--- config.mk ---
export PLATFORM = sky130hd
export DESIGN_NAME = lsu_mem_master
export DESIGN_NICKNAME = d
export VERILOG_FILES = /design/src/rtl/lsu_pkg.sv /design/src/rtl/lsu_load_align.sv /design/src/rtl/lsu_mem_master.sv
export SDC_FILE = /design/constraint.sdc
export NUM_CORES = 1
export LEC_CHECK = 0
export BUFFER_PORTS_ARGS = -buffer_cell sky130_fd_sc_hd__buf_2
export CORE_AREA = 2 2 105 107
export DETAILED_ROUTE_END_ITERATION = 10
export DIE_AREA = 0 0 107 109
export PLACE_DENSITY = 0.82
export SLEW_MARGIN = 20
export SYNTH_ARGS = -nofsm -noshare
export SYNTH_HDL_FRONTEND = slang
export SYNTH_SLANG_ARGS = --single-unit
--- constraint.sdc ---
create_clock -name clock -period 1.85 [get_ports clock]
set_input_delay 0.555 -clock clock [delete_from_list [all_inputs] [get_ports clock]]
set_output_delay 0.555 -clock clock [all_outputs]
set_load 0.1 [all_outputs]
--- src/rtl/lsu_pkg.sv ---
// Shared encodings and helpers for the load/store memory master.
// Optional build macro used by the top: LSU_PERF_CNT_EN.
package lsu_pkg;

    localparam logic [1:0] SZ_B = 2'd0;
    localparam logic [1:0] SZ_H = 2'd1;
    localparam logic [1:0] SZ_W = 2'd2;

    typedef enum logic [1:0] {
        IDLE,
        REQ,
        WAIT,
        RESP
    } state_e;

    function automatic logic [3:0] calc_wstrb(input logic [1:0] size, input logic [1:0] off);
        case (size)
            SZ_B:    return 4'b0001 << off;
            SZ_H:    return 4'b0011 << off;
            default: return 4'b1111;
        endcase
    endfunction

    function automatic logic [31:0] rep_wdata(input logic [1:0] size, input logic [31:0] wdata);
        case (size)
            SZ_B:    return {4{wdata[7:0]}};
            SZ_H:    return {2{wdata[15:0]}};
            default: return wdata;
        endcase
    endfunction

    function automatic logic req_illegal(input logic [1:0] size, input logic [1:0] off);
        case (size)
            SZ_B:    return 1'b0;
            SZ_H:    return off[0];
            SZ_W:    return off != 2'b00;
            default: return 1'b1;
        endcase
    endfunction

endpackage

--- src/rtl/lsu_load_align.sv ---
// Selects the addressed byte/half lane of a memory word and sign/zero-extends it.
module lsu_load_align
    import lsu_pkg::*;
(
    input  logic [31:0] rdata,
    input  logic [1:0]  offset,
    input  logic [1:0]  size,
    input  logic        is_unsigned,
    output logic [31:0] data
);

    logic [7:0]  byte_lane;
    logic [15:0] half_lane;

    always_comb begin
        case (offset)
            2'd0:    byte_lane = rdata[7:0];
            2'd1:    byte_lane = rdata[15:8];
            2'd2:    byte_lane = rdata[23:16];
            default: byte_lane = rdata[31:24];
        endcase
        half_lane = offset[1] ? rdata[31:16] : rdata[15:0];

        case (size)
            SZ_B:    data = {{24{~is_unsigned & byte_lane[7]}}, byte_lane};
            SZ_H:    data = {{16{~is_unsigned & half_lane[15]}}, half_lane};
            default: data = rdata;
        endcase
    end

endmodule

--- src/rtl/lsu_mem_master.sv ---
// Single-outstanding load/store initiator for the core data memory port.
// Define LSU_PERF_CNT_EN to add load/store performance counter outputs.
module lsu_mem_master
    import lsu_pkg::*;
#(
    parameter int unsigned RD_LATENCY = 0,
    parameter int unsigned ADDR_W     = 32
) (
    input  logic              clock,
    input  logic              reset,
    input  logic              io_req_valid,
    output logic              io_req_ready,
    input  logic              io_req_wr,
    input  logic [1:0]        io_req_size,
    input  logic              io_req_unsigned,
    input  logic [ADDR_W-1:0] io_req_addr,
    input  logic [31:0]       io_req_wdata,
    output logic              io_resp_valid,
    input  logic              io_resp_ready,
    output logic [31:0]       io_resp_rdata,
    output logic              io_resp_err,
    output logic              io_mem_en,
    output logic              io_mem_wr,
    output logic [ADDR_W-1:0] io_mem_addr,
    output logic [31:0]       io_mem_wdata,
    output logic [3:0]        io_mem_wstrb,
    input  logic [31:0]       io_mem_rdata
`ifdef LSU_PERF_CNT_EN
    ,
    output logic [31:0]       io_ld_cnt,
    output logic [31:0]       io_st_cnt
`endif
);

    localparam int unsigned CNT_W  = (RD_LATENCY > 0) ? $clog2(RD_LATENCY + 1) : 1;
    localparam int unsigned LAT_M1 = (RD_LATENCY > 0) ? RD_LATENCY - 1 : 0;

    state_e            state_q, state_d;
    logic              wr_q, wr_d;
    logic [1:0]        size_q, size_d;
    logic              uns_q, uns_d;
    logic [1:0]        off_q, off_d;
    logic [CNT_W-1:0]  cnt_q, cnt_d;
    logic              mem_en_q, mem_en_d;
    logic              mem_wr_q, mem_wr_d;
    logic [ADDR_W-1:0] mem_addr_q, mem_addr_d;
    logic [31:0]       mem_wdata_q, mem_wdata_d;
    logic [3:0]        mem_wstrb_q, mem_wstrb_d;
    logic [31:0]       resp_rdata_q, resp_rdata_d;
    logic              resp_err_q, resp_err_d;
    logic [31:0]       load_data;

    lsu_load_align u_load_align (
        .rdata       (io_mem_rdata),
        .offset      (off_q),
        .size        (size_q),
        .is_unsigned (uns_q),
        .data        (load_data)
    );

    always_comb begin
        state_d      = state_q;
        wr_d         = wr_q;
        size_d       = size_q;
        uns_d        = uns_q;
        off_d        = off_q;
        cnt_d        = cnt_q;
        mem_en_d     = 1'b0;
        mem_wr_d     = 1'b0;
        mem_addr_d   = '0;
        mem_wdata_d  = '0;
        mem_wstrb_d  = '0;
        resp_rdata_d = resp_rdata_q;
        resp_err_d   = resp_err_q;

        case (state_q)
            IDLE: begin
                if (io_req_valid) begin
                    wr_d         = io_req_wr;
                    size_d       = io_req_size;
                    uns_d        = io_req_unsigned;
                    off_d        = io_req_addr[1:0];
                    resp_rdata_d = '0;
                    resp_err_d   = req_illegal(io_req_size, io_req_addr[1:0]);
                    if (resp_err_d) begin
                        state_d = RESP;
                    end else begin
                        // Memory outputs are registered, so the REQ-cycle values are set up here.
                        state_d    = REQ;
                        mem_en_d   = 1'b1;
                        mem_wr_d   = io_req_wr;
                        mem_addr_d = {io_req_addr[ADDR_W-1:2], 2'b00};
                        if (io_req_wr) begin
                            mem_wstrb_d = calc_wstrb(io_req_size, io_req_addr[1:0]);
                            mem_wdata_d = rep_wdata(io_req_size, io_req_wdata);
                        end
                    end
                end
            end
            REQ: begin
                if (wr_q) begin
                    state_d = RESP;
                end else if (RD_LATENCY == 0) begin
                    resp_rdata_d = load_data;
                    state_d      = RESP;
                end else begin
                    cnt_d   = CNT_W'(LAT_M1);
                    state_d = WAIT;
                end
            end
            WAIT: begin
                if (cnt_q == '0) begin
                    resp_rdata_d = load_data;
                    state_d      = RESP;
                end else begin
                    cnt_d = cnt_q - 1'b1;
                end
            end
            RESP: begin
                if (io_resp_ready) begin
                    state_d = IDLE;
                end
            end
            default: state_d = IDLE;
        endcase
    end

    always_ff @(posedge clock) begin
        if (!reset) begin
            state_q      <= IDLE;
            wr_q         <= 1'b0;
            size_q       <= '0;
            uns_q        <= 1'b0;
            off_q        <= '0;
            cnt_q        <= '0;
            mem_en_q     <= 1'b0;
            mem_wr_q     <= 1'b0;
            mem_addr_q   <= '0;
            mem_wdata_q  <= '0;
            mem_wstrb_q  <= '0;
            resp_rdata_q <= '0;
            resp_err_q   <= 1'b0;
        end else begin
            state_q      <= state_d;
            wr_q         <= wr_d;
            size_q       <= size_d;
            uns_q        <= uns_d;
            off_q        <= off_d;
            cnt_q        <= cnt_d;
            mem_en_q     <= mem_en_d;
            mem_wr_q     <= mem_wr_d;
            mem_addr_q   <= mem_addr_d;
            mem_wdata_q  <= mem_wdata_d;
            mem_wstrb_q  <= mem_wstrb_d;
            resp_rdata_q <= resp_rdata_d;
            resp_err_q   <= resp_err_d;
        end
    end

    assign io_req_ready  = (state_q == IDLE);
    assign io_resp_valid = (state_q == RESP);
    assign io_resp_rdata = resp_rdata_q;
    assign io_resp_err   = resp_err_q;
    assign io_mem_en     = mem_en_q;
    assign io_mem_wr     = mem_wr_q;
    assign io_mem_addr   = mem_addr_q;
    assign io_mem_wdata  = mem_wdata_q;
    assign io_mem_wstrb  = mem_wstrb_q;

`ifdef LSU_PERF_CNT_EN
    logic [31:0] ld_cnt_q, ld_cnt_d;
    logic [31:0] st_cnt_q, st_cnt_d;

    always_comb begin
        ld_cnt_d = ld_cnt_q;
        st_cnt_d = st_cnt_q;
        if (state_q == REQ) begin
            if (wr_q) st_cnt_d = st_cnt_q + 32'd1;
            else      ld_cnt_d = ld_cnt_q + 32'd1;
        end
    end

    always_ff @(posedge clock) begin
        if (!reset) begin
            ld_cnt_q <= '0;
            st_cnt_q <= '0;
        end else begin
            ld_cnt_q <= ld_cnt_d;
            st_cnt_q <= st_cnt_d;
        end
    end

    assign io_ld_cnt = ld_cnt_q;
    assign io_st_cnt = st_cnt_q;
`endif

endmodule

==> impl_metrics.sql, run 1 <==
INSERT INTO impl_metrics (metric_group, metric, value, unit) VALUES
('cells_and_area', 'antenna_cells', '0', ''),
('status', 'failed_checks', 'negative setup slack', ''),
('global_route', 'global_route.usage.total', '0.2154', ''),
('routing', 'drc', '0', ''),
('floorplan', 'die_w', '107', 'µm'),
('synth', 'postSynth.asyncResetShare', '0', ''),
('floorplan', 'ios', '209', ''),
('cells_and_area', 'area_growth', '39.90', '%'),
('timing', 'timing.final.crit_period', '1.869', 'ns'),
('critical_path', 'timing_worst_setup_path_type', 'flip-flop to flip-flop', ''),
('clock_network', 'worstSkewPairLatency', '0.38', 'ns'),
('cells_and_area', 'n_fill_cell', '917', ''),
('placement', 'dp_hpwl', '9.786', 'mm'),
('cells_and_area', 'final_cells', '812', ''),
('placement', 'port_buffers', '206', ''),
('synth', 'ys.warnings.count', '0', ''),
('power', 'switching_share', '0.4278', ''),
('power', 'power.switching', '2.960', 'mW'),
('critical_path', 'critical_path.reg2reg.endpoint', 'io_resp_rdata[26]', ''),
('synth', 'syn_avg_cell_area', '9.752', 'µm²'),
('timing', 'maxClockFrequency', '534.9', 'MHz'),
('global_route', 'grt_pass1_vias', '4118', ''),
('critical_path', 'reg2reg_slack', '-0.02', 'ns'),
('synth', 'synth_seq_area_share', '0.5017', ''),
('routing', 'dr_total_vias', '4214', ''),
('placement', 'placement.cell_area', '5729', 'µm²'),
('timing', 'whs', '0.3671', 'ns'),
('floorplan', 'core', '10600', 'µm²'),
('routing', 'wl_per_cell', '15.82', 'µm'),
('timing', 'final-hold-violation-count', '0', ''),
('clock_network', 'clk_tree_root_cell', 'clkbuf_8', ''),
('routing', 'wirelength', '12.85', 'mm'),
('floorplan', 'fp.dieArea', '11660', 'µm²'),
('floorplan', 'fp.dieH', '109', 'µm'),
('power', 'clkPwrFrac', '0.213', ''),
('clock_network', 'tritoncts_num_sinks', '109', ''),
('timing', 'finalSetupViolCount', '8', ''),
('timing', 'final.setup.tns', '-0.06913', 'ns'),
('power', 'vdd_ir_drop_max', '753.4', 'µV'),
('routing', 'drtIter0Drc', '226', ''),
('critical_path', 'critical_path.reg2reg.startpoint', 'state_q[1]', ''),
('critical_path', 'worst_setup_path_end_kind', 'flip-flop', ''),
('timing', 'timing.slew.headroom', '0.2632', ''),
('placement', 'dp.cells', '791', ''),
('power', 'share_seq_of_total_power', '0.384', ''),
('worst_hold_path', 'hold-path-endpoint', 'io_mem_addr[5]', ''),
('routing', 'first_pass_iters', '5', ''),
('synth', 'count_of_flip_flops_with_a_built_in_enable_after_synthesis', '0', ''),
('clock_network', 'cts-buffers-inserted', '9', ''),
('synth', 'synth_seq_cells', '109', ''),
('power', 'cellPowerDensity', '1137', 'nW/µm²'),
('global_route', 'global_route_wire_length_before_repair', '19.49', 'mm'),
('synth', 'synth.lib_cells_used.distinct', '52', ''),
('timing', 'slew_viol_final', '0', ''),
('critical_path', 'timing.critical_path.from_type', 'flip-flop', ''),
('critical_path', 'path_max_fanout', '16', ''),
('power', 'p_leak', '3.071', 'nW'),
('worst_hold_path', 'hold_path_stages', '2', ''),
('timing', 'max_slew.worst_pin.slew', '1.101', 'ns'),
('timing', 'grt_setup_unrepaired', 'true', ''),
('critical_path', 'worstPathArrival', '2.19', 'ns'),
('power', 'p_comb_frac', '0.403', ''),
('floorplan', 'rows', '38', ''),
('clock_network', 'cts.path.max_buffers', '2', ''),
('global_route', 'antenna_found_initial', '1', ''),
('routing', 'antenna_violating_nets_post_route', '0', ''),
('global_route', 'grt_start_max_net_pins', '40', ''),
('floorplan', 'floorplan.initialDensity', '0.4102', ''),
('synth', 'yosys_most_used_dff', 'dfxtp_1', ''),
('timing', 'setup_ws', '-0.01935', 'ns'),
('status', 'run_status', 'finished with violations', '');
## logic make-up (layout without fill, tap and decap cells)
logic type | after synthesis | in the layout | share of synthesized area
AND/OR/NAND/NOR | 132 | 132 | 0.1533
AO/OA/AOI/OAI | 125 | 125 | 0.2126
flip-flops | 109 | 109 | 0.5017
buffers and inverters | 47 | 272 | 0.05178
multiplexers | 26 | 26 | 0.06243
adder cells (fa/ha/maj) | 6 | 6 | 0.01726
other | 1 | 2 | 0.0008622
## power groups by stage
stage,Combinational (mW),Clock [mW],Sequential (mW)
after floorplan,0.834,0,3.90
after global placement,2.61,0,2.69
after detailed placement,2.66,0,2.70
after CTS,2.76,1.51,2.65
after global routing,2.93,1.60,2.68
final,2.79,1.47,2.66
## state kept, by name, summed over array words and instances, names as in the netlist
register,cells
io_mem_en,1
io_mem_addr,30
io_mem_wstrb,4
off_q,2
uns_q,1
io_resp_err,1
io_mem_wdata,32
io_mem_wr,1
size_q,2
io_resp_rdata,32
wr_q,1
state_q,2
## worst max-delay path by stage
stage	endpoint	start
after detailed placement	io_resp_rdata[8]	io_mem_rdata[23]
after floorplan	io_resp_rdata[20]	state_q[1]
after CTS	io_resp_rdata[10]	state_q[0]
after global placement	io_resp_rdata[9]	io_mem_rdata[23]
after global routing	io_resp_rdata[8]	state_q[1]
final	io_resp_rdata[26]	state_q[1]
## area by class of cell
| class | count | area [µm²] | area share |
|---|---|---|---|
| Sequential cell | 109 | 2187 | 0.3594 |
| Multi-Input combinational cell | 291 | 2051 | 0.3370 |
| Timing Repair Buffer | 243 | 1416 | 0.2328 |
| Tap cell | 140 | 175.2 | 0.02879 |
| Clock buffer | 11 | 131.4 | 0.02159 |
| Clock inverter | 5 | 67.56 | 0.01110 |
| Inverter | 13 | 56.30 | 0.009254 |
## per-layer routing
metal	global-route usage	vias up	share of wire
met2	0.3831	252	0.50
li1	-	1991	-
met5	0	-	0.0013
met4	0.1169	2	0.037
met1	0.2263	1931	0.36
met3	0.06993	38	0.10
## worst max-delay path: stages, from the launching register on
cell	delay, ns
dfxtp_2	0.37
inv_4	0.06
ha_4	0.15
and2_4	0.16
or4_4	0.61
a21oi_4	0.17
buf_12	0.15
a22o_1	0.14
## stage by stage
| stage | util | power (mW) | worst slack, ns |
|---|---|---|---|
| floorplan | - | 4.739 | -0.09521 |
| global placement | 0.5404 | 5.301 | -0.03601 |
| detailed placement | 0.5404 | 5.360 | -0.06749 |
| CTS | 0.5688 | 6.930 | -0.01340 |
| global route | 0.5739 | 7.207 | -0.07785 |
| finish | 0.5739 | 6.920 | -0.01935 |
## repair_timing
action	CTS	global route
resized for setup	13	7
buffers inserted	3	1
gates cloned	1	0
hold buffers	0	0
endpoints found under the setup margin	11	27
pin swaps	5	3
## cell usage in the layout (no fill, tap or decap), types with 2 or more instances in the layout
master | Yosys | layout
a211oi_1 | 6 | 6
a21boi_0 | 7 | 7
a21o_1 | 23 | 23
a21oi_1 | 25 | 25
a21oi_2 | 2 | 2
a221oi_2 | 4 | 5
a221oi_4 | 1 | 2
a22o_1 | 17 | 17
a31oi_1 | 3 | 3
a32o_1 | 2 | 2
and2_1 | 31 | 30
and3_1 | 9 | 9
buf_12 | 0 | 6
buf_2 | 9 | 204
buf_4 | 2 | 31
clkbuf_1 | 18 | 2
clkbuf_8 | 0 | 9
clkinv_4 | 0 | 2
conb_1 | 1 | 2
dfxtp_1 | 109 | 107
ha_1 | 6 | 2
ha_4 | 0 | 4
inv_1 | 13 | 11
inv_6 | 0 | 2
mux2_2 | 9 | 9
mux2i_1 | 17 | 17
nand2_1 | 36 | 35
nand2b_1 | 2 | 2
nand3_1 | 7 | 7
nor2_1 | 30 | 30
nor2b_1 | 3 | 3
o21ai_0 | 12 | 12
o21ai_1 | 2 | 2
o22ai_1 | 6 | 6
o31ai_1 | 6 | 3
o31ai_2 | 0 | 3
or3_1 | 3 | 3
## cell usage after synthesis (all sizes together) (3+ instances only)
master | n | area share
mux2 | 9 | 0.023
or3 | 3 | 0.0043
o22ai | 6 | 0.0086
a21oi | 28 | 0.037
dfxtp | 109 | 0.50
clkbuf | 18 | 0.016
mux2i | 17 | 0.039
ha | 6 | 0.017
and2 | 31 | 0.045
nor2 | 30 | 0.026
a22o | 17 | 0.034
o21ai | 14 | 0.016
nor2b | 4 | 0.0063
nand2 | 36 | 0.031
a31oi | 3 | 0.0043
a21o | 23 | 0.040
a211oi | 6 | 0.010
inv | 13 | 0.011
a221oi | 7 | 0.024
and3 | 9 | 0.013
a21boi | 7 | 0.012
o31ai | 6 | 0.010
buf | 16 | 0.025
nand3 | 7 | 0.0081
(Power assumes the default switching activity.)
==> inputs of run 2 (changes only) <==
ABC_CLOCK_PERIOD_IN_PS = 1850   (was unset)
PLACE_DENSITY = 0.84   (was 0.82)
==> run 2 against run 1 <==
  * The flow still finishes with violations (negative setup slack)
  * Via count is 3.6% lower
  * Wire length shrank 1.1%
  * Register-to-register slack barely moved
  * Fmax hardly changed
  * Total power rose by 0.31%
  * Critical path type unchanged
==> impl_metrics.sql, run 2 (synthesis gave the netlist of run 1 again) <==
INSERT INTO impl_metrics (metric_group, metric, value, unit) VALUES
('floorplan', 'floorplan.initialDensity', '0.4102', ''),
('cells_and_area', 'antenna_cells', '0', ''),
('status', 'run_status', 'finished with violations', ''),
('floorplan', 'fp.dieH', '109', 'µm'),
('timing', 'setup_ws', '-0.01872', 'ns'),
('cells_and_area', 'commonest_non_fill_non_tap_cells_in_the_layout', 'buf_2 (204), dfxtp_1 (107), nand2_1 (35)', ''),
('critical_path', 'path_max_fanout', '6', ''),
('timing', 'maxClockFrequency', '535.1', 'MHz'),
('placement', 'detailedPlace.worstSlack', '-0.06900', 'ns'),
('run', 'maxCapViolCount', '0', ''),
('floorplan', 'fp.dieArea', '11660', 'µm²'),
('routing', 'wirelength', '12.71', 'mm'),
('global_route', 'global_route.usage.total', '0.2113', ''),
('worst_hold_path', 'hold_wc_path_type', 'input pin to flip-flop', ''),
('timing', 'clock-skew-final', '0.007679', 'ns'),
('status', 'failed_checks', 'negative setup slack', ''),
('critical_path', 'max_stage_delay_cell_worst_path', 'or4_4', ''),
('clock_network', 'cts.path.max_buffers', '2', ''),
('floorplan', 'core', '10600', 'µm²'),
('routing', 'antenna_violating_nets_post_route', '0', ''),
('global_route', 'antenna_found_initial', '0', ''),
('timing', 'timing.slew.headroom', '0.5514', ''),
('critical_path', 'worst_setup_path_end_kind', 'flip-flop', ''),
('clock_network', 'post_cts_hold_buffer_count', '0', ''),
('clock_network', 'cts-buffers-inserted', '9', ''),
('global_route', 'grt_overflow', '0', ''),
('floorplan', 'die_w', '107', 'µm'),
('cells_and_area', 'area_growth', '40.10', '%'),
('critical_path', 'worstPathArrival', '2.19', 'ns'),
('critical_path', 'critical_path.top_delay_family', 'simple AND/OR/NAND/NOR gates', ''),
('critical_path', 'timing_worst_setup_path_type', 'flip-flop to flip-flop', ''),
('cells_and_area', 'final_cells', '811', ''),
('timing', 'max_slew.worst_pin.slew', '0.6722', 'ns'),
('critical_path', 'path_cells', 'inv_4 -> ha_4 -> nand2_4 -> or4_4 -> buf_12 -> a221oi_4 -> a21o_1', ''),
('routing', 'dr_total_vias', '4063', ''),
('cells_and_area', 'multiInputGateArea', '2064', 'µm²'),
('timing', 'finalCritPeriodShare', '1.010', ''),
('placement', 'finalWeightedCongestion', '0.9047', ''),
('clock_network', 'cts_tree', 'done', ''),
('clock_network', 'worstSkewPairLatency', '0.38', 'ns'),
('clock_network', 'clk_tree_root_cell', 'clkbuf_8', ''),
('power', 'vdd_ir_drop_max', '695.5', 'µV'),
('cells_and_area', 'final_nets', '776', ''),
('routing', 'wl_per_cell', '15.67', 'µm'),
('routing', 'first_pass_iters', '4', ''),
('timing', 'whs', '0.3643', 'ns'),
('critical_path', 'timing.critical_path.from_type', 'flip-flop', ''),
('timing', 'final-hold-violation-count', '0', ''),
('floorplan', 'ios', '209', ''),
('critical_path', 'worst-endpoint-required', '2.18', 'ns'),
('power', 'cellPowerDensity', '1139', 'nW/µm²'),
('clock_network', 'path_clk_slew', '0.11', 'ns'),
('routing', 'drc', '0', ''),
('timing', 'slew_viol_final', '0', ''),
('placement', 'port_buffers', '206', ''),
('timing', 'timing.final.crit_period', '1.869', 'ns'),
('timing', 'finalSetupViolCount', '4', ''),
('global_route', 'grt_start_max_net_pins', '40', ''),
('global_route', 'grt_pass1_vias', '4046', ''),
('global_route', 'global_route_wire_length_before_repair', '19.24', 'mm'),
('cells_and_area', 'n_fill_cell', '924', ''),
('routing', 'drtIter0Drc', '202', ''),
('placement', 'dp_hpwl', '9.523', 'mm'),
('power', 'p_leak', '3.074', 'nW'),
('floorplan', 'rows', '38', ''),
('timing', 'grt_setup_unrepaired', 'true', ''),
('critical_path', 'critical_path.max_stage_delay', '0.58', 'ns'),
('placement', 'dp.cells', '791', ''),
('routing', 'post_drt_via_cell_ratio', '5.010', ''),
('cells_and_area', 'final_layout_size_suffix_gt1_frac', '0.4411', ''),
('cells_and_area', 'seqCellArea', '2187', 'µm²'),
('critical_path', 'timing.critical_path.buf_inv', '2', ''),
('clock_network', 'h-tree-depth', '3', ''),
('clock_network', 'tritoncts_num_sinks', '109', ''),
('cells_and_area', 'layout_commonest_cell', 'buf_2', '');
==> run 2: timing repair <==
item,4_1_cts,5_1_grt
pin swaps,1,3
buffers inserted,1,2
cloned,0,1
resized for setup,6,14
endpoints found under the setup margin,7,30
endpoints found under the hold margin,0,0
==> run 2: routing by layer <==
metal	vias to the layer above	global-route usage	share of wire
li1	1990	-	-
met1	1848	0.2331	0.38
met2	202	0.3763	0.50
met3	23	0.05738	0.093
met4	0	0.1030	0.030
met5	-	0	0
==> run 2: cell type report <==
cell class,count,share of cell area
multi-input combinational,291,0.3388
inverter,13,0.008830
timing repair buffer,242,0.2308
sequential,109,0.3589
clock inverter,7,0.01355
clock buffer,9,0.02033
tap,140,0.02875
==> run 2: worst reg2reg max path, delay by kind of cell (launching register included) <==
kind	cells	cell delay [ns]
AND/OR/NAND/NOR	2	0.63
flip-flops	1	0.39
AO/OA/AOI/OAI	2	0.29
adder cells (fa/ha/maj)	1	0.28
buffers and inverters	2	0.23
==> run 2: path summary, 6_finish.rpt <==
| path | depth (start not counted) | slack, ns | startpoint | end |
|---|---|---|---|---|
| setup / recovery | 7 | -0.02 | state_q[0] | io_resp_rdata[10] |
| hold / removal | 2 | 0.36 | io_req_addr[3] | io_mem_addr[3] |
| setup reg to reg | 7 | -0.02 | state_q[0] | io_resp_rdata[10] |
| hold reg to reg | 2 | 0.47 | io_resp_err | io_resp_err |
==> run 2: metrics by stage <==
| stage | utilization | cell area [µm²] | power (mW) | TNS [ns] |
|---|---|---|---|---|
| after global routing | 0.5747 | 6093 | 7.217 | -0.9027 |
| final | 0.5747 | 6093 | 6.942 | -0.04165 |
| after floorplan | - | 4379 | 4.739 | -1.131 |
| after detailed placement | 0.5404 | 5729 | 5.358 | -0.2644 |
| after CTS | 0.5638 | 5978 | 6.881 | -0.02286 |
| after global placement | 0.5404 | 5729 | 5.308 | -0.07070 |
==> run 2: power breakdown <==
| part | internal (mW) | leakage [nW] | switching [mW] | total, mW |
|---|---|---|---|---|
| sequential | 2.54 | 0.885 | 0.108 | 2.65 |
| combinational | 0.773 | 2.09 | 2.04 | 2.81 |
| clock | 0.552 | 0.102 | 0.924 | 1.48 |
| total | 3.87 | 3.07 | 3.07 | 6.94 |
==> inputs of run 3 (changes only) <==
CORE_AREA = 2 2 117 97   (was 2 2 105 107)
DIE_AREA = 0 0 119 99   (was 0 0 107 109)
PLACE_DENSITY = 0.83   (was 0.84)
==> run 3 against run 2 <==
  * Worst setup slack gained 0.023 ns
  * Combinational power shrank 3%
  * The run now ends clean
  * Critical path depth unchanged
  * Sequential share of layout area shrank 0.11 points
  * Clock power rose by 28%
  * Final cell count grew 0.49%
  * Highest routed layer unchanged
  * First-iteration DRC count increased by 24%
  * Final area is 0.21% higher
==> impl_metrics.sql, run 3 (synthesis gave the netlist of run 1 again) <==
INSERT INTO impl_metrics (metric_group, metric, value, unit) VALUES
('status', 'run_status', 'finished clean', ''),
('clock_network', 'cts.path.max_buffers', '2', ''),
('clock_network', 'clk_tree_root_cell', 'clkbuf_16', ''),
('timing', 'timing.final.crit_period', '1.846', 'ns'),
('critical_path', 'worstPathArrival', '2.13', 'ns'),
('timing', 'final-hold-violation-count', '0', ''),
('routing', 'drtIter0Drc', '251', ''),
('critical_path', 'timing.critical_path.from_type', 'flip-flop', ''),
('routing', 'first_pass_iters', '4', ''),
('routing', 'wirelength', '12.65', 'mm'),
('clock_network', 'tritoncts_num_sinks', '109', ''),
('routing', 'drc', '0', ''),
('placement', 'finalWeightedCongestion', '0.9317', ''),
('power', 'vdd_ir_drop_max', '541.6', 'µV'),
('timing', 'grt_setup_unrepaired', 'true', ''),
('floorplan', 'rows', '34', ''),
('power', 'total_power', '7.278', 'mW'),
('critical_path', 'worst-endpoint-required', '2.14', 'ns'),
('global_route', 'global_route.usage.total', '0.2108', ''),
('clock_network', 'path_clk_slew', '0.07', 'ns'),
('critical_path', 'critical_path.max_stage_delay', '0.57', 'ns'),
('placement', 'dp.cells', '796', ''),
('critical_path', 'max_stage_delay_cell_worst_path', 'or4_4', ''),
('floorplan', 'floorplan.initialDensity', '0.4106', ''),
('placement', 'dp_hpwl', '9.638', 'mm'),
('cells_and_area', 'commonest_non_fill_non_tap_cells_in_the_layout', 'buf_2 (204), dfxtp_1 (107), nand2_1 (35)', ''),
('timing', 'finalSetupViolCount', '0', ''),
('global_route', 'grt_overflow', '0', ''),
('timing', 'slew_viol_final', '0', ''),
('clock_network', 'cts-buffers-inserted', '9', ''),
('critical_path', 'timing_worst_setup_path_type', 'flip-flop to flip-flop', ''),
('floorplan', 'die_w', '119', 'µm'),
('floorplan', 'fp.dieH', '99', 'µm'),
('cells_and_area', 'final_cells', '815', ''),
('timing', 'finalCritPeriodShare', '0.9978', ''),
('clock_network', 'cts_tree', 'done', ''),
('power', 'p_leak', '3.085', 'nW'),
('timing', 'maxClockFrequency', '541.7', 'MHz'),
('cells_and_area', 'antenna_cells', '0', ''),
('run', 'maxCapViolCount', '0', ''),
('timing', 'timing.slew.headroom', '0.3419', ''),
('power', 'cellPowerDensity', '1192', 'nW/µm²'),
('timing', 'max_slew.worst_pin.slew', '0.9836', 'ns'),
('routing', 'dr_total_vias', '4106', ''),
('routing', 'post_drt_via_cell_ratio', '5.038', ''),
('floorplan', 'fp.dieArea', '11780', 'µm²'),
('critical_path', 'path_cells', 'inv_4 -> ha_4 -> nand2_2 -> or4_4 -> a21oi_4 -> buf_6 -> a22o_1', ''),
('floorplan', 'core', '10590', 'µm²'),
('critical_path', 'path_max_fanout', '8', ''),
('global_route', 'grt_pass1_vias', '3913', ''),
('cells_and_area', 'area_growth', '40.39', '%'),
('cells_and_area', 'final_layout_size_suffix_gt1_frac', '0.4352', ''),
('worst_hold_path', 'hold_wc_path_type', 'input pin to flip-flop', ''),
('routing', 'wl_per_cell', '15.52', 'µm'),
('critical_path', 'worst_setup_path_end_kind', 'flip-flop', ''),
('clock_network', 'worstSkewPairLatency', '0.34', 'ns'),
('routing', 'antenna_violating_nets_post_route', '0', ''),
('cells_and_area', 'final_nets', '776', ''),
('global_route', 'global_route_wire_length_before_repair', '19.98', 'mm'),
('global_route', 'grt_start_max_net_pins', '40', ''),
('cells_and_area', 'layout_commonest_cell', 'buf_2', ''),
('floorplan', 'ios', '209', ''),
('global_route', 'antenna_found_initial', '0', ''),
('clock_network', 'h-tree-depth', '3', ''),
('placement', 'port_buffers', '206', ''),
('timing', 'clock-skew-final', '0.008380', 'ns'),
('timing', 'final.setup.tns', '0', 'ns');
-- run 3: cell count changes in the layout (fill, tap and decap cells not counted), sizes merged --
cell / change
inv: -2
buf: +1
clkbuf: +1
-- run 3: path summary, 6_finish.rpt --
| kind | start | depth (start not counted) | slack, ns | end |
|---|---|---|---|---|
| hold / removal | io_req_addr[18] | 2 | 0.41 | io_mem_addr[18] |
| setup / recovery | state_q[0] | 7 | 0.004 | io_resp_rdata[17] |
| setup reg to reg | state_q[0] | 7 | 0.004 | io_resp_rdata[17] |
| hold reg to reg | io_resp_rdata[2] | 2 | 0.45 | io_resp_rdata[2] |
-- run 3: cell type report --
type	instances	area (µm²)
multi-input cells	291	2027
clock inverters	5	41.29
clock buffers	11	252.7
repair buffers	242	1366
inverters	13	53.80
well taps	144	180.2
fillers	893	4487
flip-flops and latches	109	2185
-- run 3: critical path, delay by kind of cell, from the launching register on --
kind	cells	cell delay [ns]
flops	1	0.36
simple gates	2	0.62
buf+inv	2	0.22
fa+ha+maj	1	0.27
compound gates	2	0.31
-- run 3: timing repair --
action | in CTS | in global routing
setup endpoints to repair | 26 | 35
hold buffers | 0 | 0
gates resized for setup | 16 | 5
pin swaps | 14 | 10
gates cloned | 1 | 0
buffers inserted | 5 | 0
-- run 3: through the flow --
stage,hold WS (ns),setup WS [ns],utilization,cell area [µm²]
final,0.4064,0.003986,0.5764,6106
after global routing,0.3967,-0.05524,0.5764,6106
after CTS,0.3960,-0.04112,0.5803,6147
after detailed placement,0.4399,-0.05374,0.5397,5717
after global placement,0.4292,0.01833,0.5397,5717
after floorplan,0.4389,-0.09521,-,4379
-- run 3: routing by layer --
metal  vias up  share of wire  track usage
met5         -              0            0
met4         0          0.024      0.08242
met3        28          0.069      0.05613
met2       157           0.48       0.3408
met1      1928           0.42       0.2697
li1       1993              -            -
-- run 3: report_power, final --
part	switching, mW	leakage (nW)	internal, mW
clock	0.884	0.144	1.01
combinational	2.01	2.06	0.722
sequential	0.118	0.884	2.54
